[config.mk]
export PLATFORM = sky130hd
export DESIGN_NAME = uart_rx
export DESIGN_NICKNAME = d
export VERILOG_FILES = /design/src/rtl/uart_pkg.sv /design/src/rtl/uart_baud_tick.sv /design/src/rtl/uart_rx.sv
export SDC_FILE = /design/constraint.sdc
export NUM_CORES = 1
export LEC_CHECK = 0
export CORE_ASPECT_RATIO = 2
export CORE_MARGIN = 5
export CORE_UTILIZATION = 44
export CTS_CLUSTER_DIAMETER = 80
export DETAILED_ROUTE_END_ITERATION = 8
export PLACE_DENSITY = 0.64
export REMOVE_ABC_BUFFERS = 1
export SLEW_MARGIN = 20
export SYNTH_ARGS = -nofsm -noshare
export SYNTH_HDL_FRONTEND = slang
export SYNTH_SLANG_ARGS = --single-unit
export TNS_END_PERCENT = 50
[constraint.sdc]
create_clock -name clk -period 1.9 [get_ports clk]
set_clock_uncertainty 0.15 [all_clocks]
set_input_delay 0.475 -clock clk [delete_from_list [all_inputs] [get_ports clk]]
set_output_delay 0.475 -clock clk [all_outputs]
set_load 0.05 [all_outputs]
[src/rtl/uart_pkg.sv]
// uart_pkg: types, default constants and helper shared by the UART receive path.
//   uart_rx_state_t : receiver FSM state encoding
//   CLK_FREQ_HZ     : default system clock frequency (Hz)
//   UART_BAUD       : default line baud rate
//   calc_div()      : clocks per oversample tick, integer-truncated
package uart_pkg;

  typedef enum logic [1:0] {
    IDLE  = 2'd0,
    START = 2'd1,
    DATA  = 2'd2,
    STOP  = 2'd3
  } uart_rx_state_t;

  localparam int CLK_FREQ_HZ = 100_000_000;
  localparam int UART_BAUD   = 9600;

  function automatic int calc_div(input int clk_freq, input int baud, input int oversample);
    return clk_freq / (baud * oversample);
  endfunction

endpackage

[src/rtl/uart_baud_tick.sv]
// uart_baud_tick: free-running divider producing one-cycle oversample ticks.
//   clk  : system clock
//   rst  : asynchronous, active-high reset (count 0, tick 0)
//   clr  : synchronous restart of the count, aligns tick phase to an event
//   tick : high for one clk every DIV clks, in the cycle the count is DIV-1
// DIV must be at least 2.
module uart_baud_tick #(
  parameter int DIV = 651
) (
  input  logic clk,
  input  logic rst,
  input  logic clr,
  output logic tick
);

  localparam int CW = (DIV > 1) ? $clog2(DIV) : 1;
  localparam logic [CW-1:0] LAST     = CW'(DIV - 1);
  localparam logic [CW-1:0] PRE_LAST = CW'(DIV - 2);

  logic [CW-1:0] count;

  // NOTE: sequential state is written only with non-blocking assignments so
  // every flop samples pre-edge values regardless of statement order.
  always_ff @(posedge clk or posedge rst) begin
    if (rst) begin
      count <= '0;
      tick  <= 1'b0;
    end else begin
      if (clr || count == LAST) count <= '0;
      else                      count <= count + 1'b1;
      // Registered one cycle early so tick is high exactly while count == LAST.
      tick <= !clr && (count == PRE_LAST);
    end
  end

endmodule

[src/rtl/uart_rx.sv]
// uart_rx: 8N1 (configurable width) UART receiver, LSB first, oversampled.
//   clk       : system clock
//   rst       : asynchronous, active-high reset
//   rx        : serial line, idle high, asynchronous to clk
//   rx_data   : last correctly framed word, stable until the next good frame
//   rx_valid  : one-cycle pulse, rx_data updates in the same cycle
//   frame_err : one-cycle pulse when the stop bit samples low
//   busy      : high whenever the FSM is not idle
module uart_rx
  import uart_pkg::*;
#(
  parameter int CLK_FREQ   = CLK_FREQ_HZ,
  parameter int BAUD       = UART_BAUD,
  parameter int OVERSAMPLE = 16,
  parameter int DATA_BITS  = 8
) (
  input  logic                 clk,
  input  logic                 rst,
  input  logic                 rx,
  output logic [DATA_BITS-1:0] rx_data,
  output logic                 rx_valid,
  output logic                 frame_err,
  output logic                 busy
);

  localparam int DIV  = calc_div(CLK_FREQ, BAUD, OVERSAMPLE);
  localparam int SC_W = $clog2(OVERSAMPLE);
  localparam int BC_W = $clog2(DATA_BITS + 1);

  localparam logic [SC_W-1:0] SC_MID  = SC_W'(OVERSAMPLE / 2 - 1);
  localparam logic [SC_W-1:0] SC_END  = SC_W'(OVERSAMPLE - 1);
  localparam logic [BC_W-1:0] BC_LAST = BC_W'(DATA_BITS - 1);

  uart_rx_state_t       state;
  logic [SC_W-1:0]      sc;
  logic [BC_W-1:0]      bit_cnt;
  logic [DATA_BITS-1:0] shift;
  logic                 rx_meta;
  logic                 rx_s;
  logic                 tick;
  logic                 tick_clr;

  // Two-flop synchroniser; resets to the idle level so reset release never
  // looks like a start edge.
  always_ff @(posedge clk or posedge rst) begin
    if (rst) begin
      rx_meta <= 1'b1;
      rx_s    <= 1'b1;
    end else begin
      rx_meta <= rx;
      rx_s    <= rx_meta;
    end
  end

  // Restart the divider on the IDLE->START transition so all later samples
  // are phase-aligned to the detected start edge.
  assign tick_clr = (state == IDLE) && !rx_s;

  uart_baud_tick #(
    .DIV (DIV)
  ) u_baud_tick (
    .clk  (clk),
    .rst  (rst),
    .clr  (tick_clr),
    .tick (tick)
  );

  always_ff @(posedge clk or posedge rst) begin
    if (rst) begin
      state     <= IDLE;
      sc        <= '0;
      bit_cnt   <= '0;
      shift     <= '0;
      rx_data   <= '0;
      rx_valid  <= 1'b0;
      frame_err <= 1'b0;
      busy      <= 1'b0;
    end else begin
      rx_valid  <= 1'b0;
      frame_err <= 1'b0;

      case (state)
        IDLE: begin
          if (!rx_s) begin
            state <= START;
            sc    <= '0;
            busy  <= 1'b1;
          end
        end

        START: begin
          if (tick) begin
            if (sc == SC_MID) begin
              sc <= '0;
              if (!rx_s) begin
                state   <= DATA;
                bit_cnt <= '0;
              end else begin
                // Line went back high before mid start bit: treat as glitch.
                state <= IDLE;
                busy  <= 1'b0;
              end
            end else begin
              sc <= sc + 1'b1;
            end
          end
        end

        DATA: begin
          if (tick) begin
            if (sc == SC_END) begin
              // LSB arrives first, so bits enter at the MSB and shift down.
              shift   <= {rx_s, shift[DATA_BITS-1:1]};
              sc      <= '0;
              bit_cnt <= bit_cnt + 1'b1;
              if (bit_cnt == BC_LAST) state <= STOP;
            end else begin
              sc <= sc + 1'b1;
            end
          end
        end

        STOP: begin
          if (tick) begin
            if (sc == SC_END) begin
              if (rx_s) begin
                rx_data  <= shift;
                rx_valid <= 1'b1;
              end else begin
                frame_err <= 1'b1;
              end
              // Leaving at mid stop bit leaves half a bit to catch the next
              // start edge at full back-to-back rate.
              state <= IDLE;
              sc    <= '0;
              busy  <= 1'b0;
            end else begin
              sc <= sc + 1'b1;
            end
          end
        end

        default: begin
          state <= IDLE;
          busy  <= 1'b0;
        end
      endcase
    end
  end

endmodule

==> summary.md <==
| Metric | Value |
|---|---|
| Status | `complete, no violations` |
| Fraction of registers with async set/reset | `100%` |
| Die Wd | `57.0 um` |
| Largest family of logic cells by synthesized area | `simple AND/OR/NAND/NOR gates` |
| Met3 wire length | `88 um` |
| Final period utilization | `93.5%` |
| Tmin final | `1.78 ns` |
| Pwr Density | `684 mW/mm^2` |
| Top cells by area, synth | `dfrtp_1 (52%), mux2_2 (8.7%), nor2_1 (3.3%), ha_1 (3.2%), xnor2_1 (3.2%)` |
| Root Driver | `clkbuf_8` |
| Final instance area | `0.00222 mm^2` |
| Row cnt | `34` |
| Overall routed net length | `3.36 mm` |
| CTS tree | `yes` |
| Cell with the most instances after synthesis | `dfrtp_1` |
| Clock-pin slew on the worst setup and hold paths | `0.08 ns` |
| CTS sink cnt | `42` |
| Final setup viols | `0` |
| IR drop worst, VDD | `0.465 mV` |
| Placed cells | `234` |
| Hold WC Path Type | `register to register` |
| Number of global-route vias before repair | `1306` |
| Vias/cell | `5.24` |
| Slew @ Worst Pin | `0.418 ns` |
| DP Area | `0.00212 mm^2` |
| Pre-CTS setup slack | `0.0384 ns` |
| Hold path endpoint | `rx_s$_DFF_PP1_` |
| R2R Path End | `shift[4]$_DFFE_PP0P_` |
| Mux cell area share after synthesis | `10.4%` |
| IO Port Bufs | `13` |
| Met2 routed WL | `1.86 mm` |
| Area occupied by registers | `0.00105 mm^2` |
| Total track usage | `12.9%` |
| Commonest register cell after synthesis | `dfrtp_1` |
| GP Congestion | `0.831` |
| Synthesis-stage register bit count | `42` |
| Pwr Total | `1.52 mW` |
| FMAX | `563 MHz` |
| Number of synthesized flops with an enable pin | `0` |
| Drt drc | `0` |
| Mean Syn Cell Area | `11.7 um^2` |
| Synth Area in Compound Gates | `6.70%` |
| Hold path startpoint | `rx_meta$_DFF_PP1_` |
| Final #Nets | `195` |
| Post-Synth XOR/XNOR Area | `4.51%` |
| Worst R2R Start | `sc[0]$_DFFE_PP0P_` |
| CTS buffer count | `5` |
| Critical Path Fanout Max | `10` |
| Resized cells post-CTS | `0` |
| Initial antenna violation count | `0` |
| Multi-input logic area | `811 um^2` |
| Wirelength per Cell | `13.9 um` |
| Synthesized area | `0.00194 mm^2` |
| Share of the synthesized area in the top cell type | `51.5%` |
| Area grow syn2layout | `14.2%` |
| Ys Warns | `0` |
| Synth cell count leaders | `dfrtp_1 (40), nor2_1 (17), mux2_2 (15)` |
| Max clock buf depth | `2` |
| Reg2Reg Setup Slack | `0.12 ns` |
| Unique masters post-synth | `39` |
| Number of routed nets with antenna violations | `0` |
| Ports | `14` |
| Unrepaired setup endpoints after global routing | `false` |
| Hold Path Depth | `0` |
| CTS Hold Bufs | `0` |
| Placeable Area | `0.00434 mm^2` |
| First-pass GRT wire length | `5.99 mm` |
| Seq/Total Area, Yosys | `54.2%` |
| Setup_tns | `0 ns` |
| Top Layer Used | `met4` |
| CP Capture Type | `register` |
| Critical Path Source Type | `register` |
| Post-CTS setup buffers | `0` |
| Layout Cells excl Fill | `242` |
| Leak Pwr | `1.04 nW` |
| DIE HEIGHT | `104 um` |
| Final hold vios | `0` |
| Setup ws final | `0.123 ns` |
| Via count | `1269` |
| Max Cap Violations | `0` |
| FF-to-FF path depth | `5` |
| Starting Density | `44.8%` |
| Largest net degree at the start of global routing | `43` |
| Layout cells sized above 1 | `28.7%` |
| Final Util | `51.1%` |
| Detailed Routing Iterations Pass 1 | `4` |
| Die area | `0.00593 mm^2` |
| Crit path arrival time | `1.81 ns` |
| Cells after synthesis | `166` |
| Number of DRC markers in iteration 0 | `21` |
| WHS | `0.199 ns` |
| GR Overflow Total | `0` |
| H-tree depth | `2` |
| Worst EP required | `1.93 ns` |
| Fillers | `410` |
| Path type of the worst setup path | `register to register` |
| Clk Latency, worst-skew pair | `0.30 ns` |
| Synth Area in Simple Gates | `16.7%` |
| Fin. max-slew vios | `0` |
| Detail Placement HPWL | `2.47 mm` |
| Area leader, netlist | `dfrtp_1` |
| Antenna Cells | `0` |
| Slew HR | `71.7%` |
| Post-Synth Adder-Cell Area | `3.22%` |
| M1 WL | `1.29 mm` |
-- kinds of logic after synthesis --
group | Yosys count
AND/OR/NAND/NOR | 57
AO/OA/AOI/OAI | 20
adder cells (fa/ha/maj) | 5
XOR/XNOR | 10
buffers and inverters | 14
multiplexers | 18
flip-flops | 42
-- layer usage --
metal,up-vias,track usage [%]
met5,-,0
met3,11,3.11
met4,0,7.13
li1,614,-
met1,625,14.4
met2,19,21.7
-- sequential cells by signal, summed over array words and instances (netlist names), named ones only --
signal             cells
bit_cnt                4
busy                   1
frame_err              1
rx_data                8
rx_meta                1
rx_s                   1
rx_valid               1
sc                     4
shift                  8
state                  1
u_baud_tick.count     10
u_baud_tick.tick       1
-- area by class of cell --
class	instances	area share (%)
inverter	9	1.52
sequential	42	47.5
multi-input combinational	110	36.5
clock buffer	5	3.10
clock inverter	3	1.07
timing repair buffer	19	7.22
tap	54	3.05
-- power breakdown --
part / internal, mW / switching, mW / total (mW) / leakage, nW
combinational: 0.0113 / 0.0213 / 0.0327 / 0.437
clock: 0.263 / 0.323 / 0.586 / 0.0408
sequential: 0.897 / 0.00186 / 0.899 / 0.560
-- how the worst max path moves through the flow --
stage                      startpoint                endpoint  depth (start not counted)
floorplan           sc[1]$_DFFE_PP0P_    shift[1]$_DFFE_PP0P_                          4
global placement    sc[0]$_DFFE_PP0P_  rx_data[5]$_DFFE_PP0P_                          5
detailed placement  sc[1]$_DFFE_PP0P_  rx_data[3]$_DFFE_PP0P_                          5
CTS                 sc[0]$_DFFE_PP0P_  rx_data[3]$_DFFE_PP0P_                          5
global route        sc[0]$_DFFE_PP0P_  rx_data[4]$_DFFE_PP0P_                          5
finish              sc[0]$_DFFE_PP0P_    shift[4]$_DFFE_PP0P_                          5
-- critical path: stages (launching register included) --
cell	delay (ns)
dfrtp_1	0.40
ha_2	0.26
nand3_4	0.13
nor4_4	0.16
buf_4	0.22
mux2_2	0.35
-- layout by cell type, fill, tap and decap left out, types with 6 or more instances in the layout --
cell type,synthesis,final
xnor2_1,7,7
nor2_1,17,17
o21ai_0,7,7
dfrtp_1,40,40
buf_4,1,16
nor3_1,6,6
inv_1,8,8
nand2_1,10,9
nand3_1,8,8
mux2_2,15,15
Note: power is estimated with default switching activity, not from simulation.
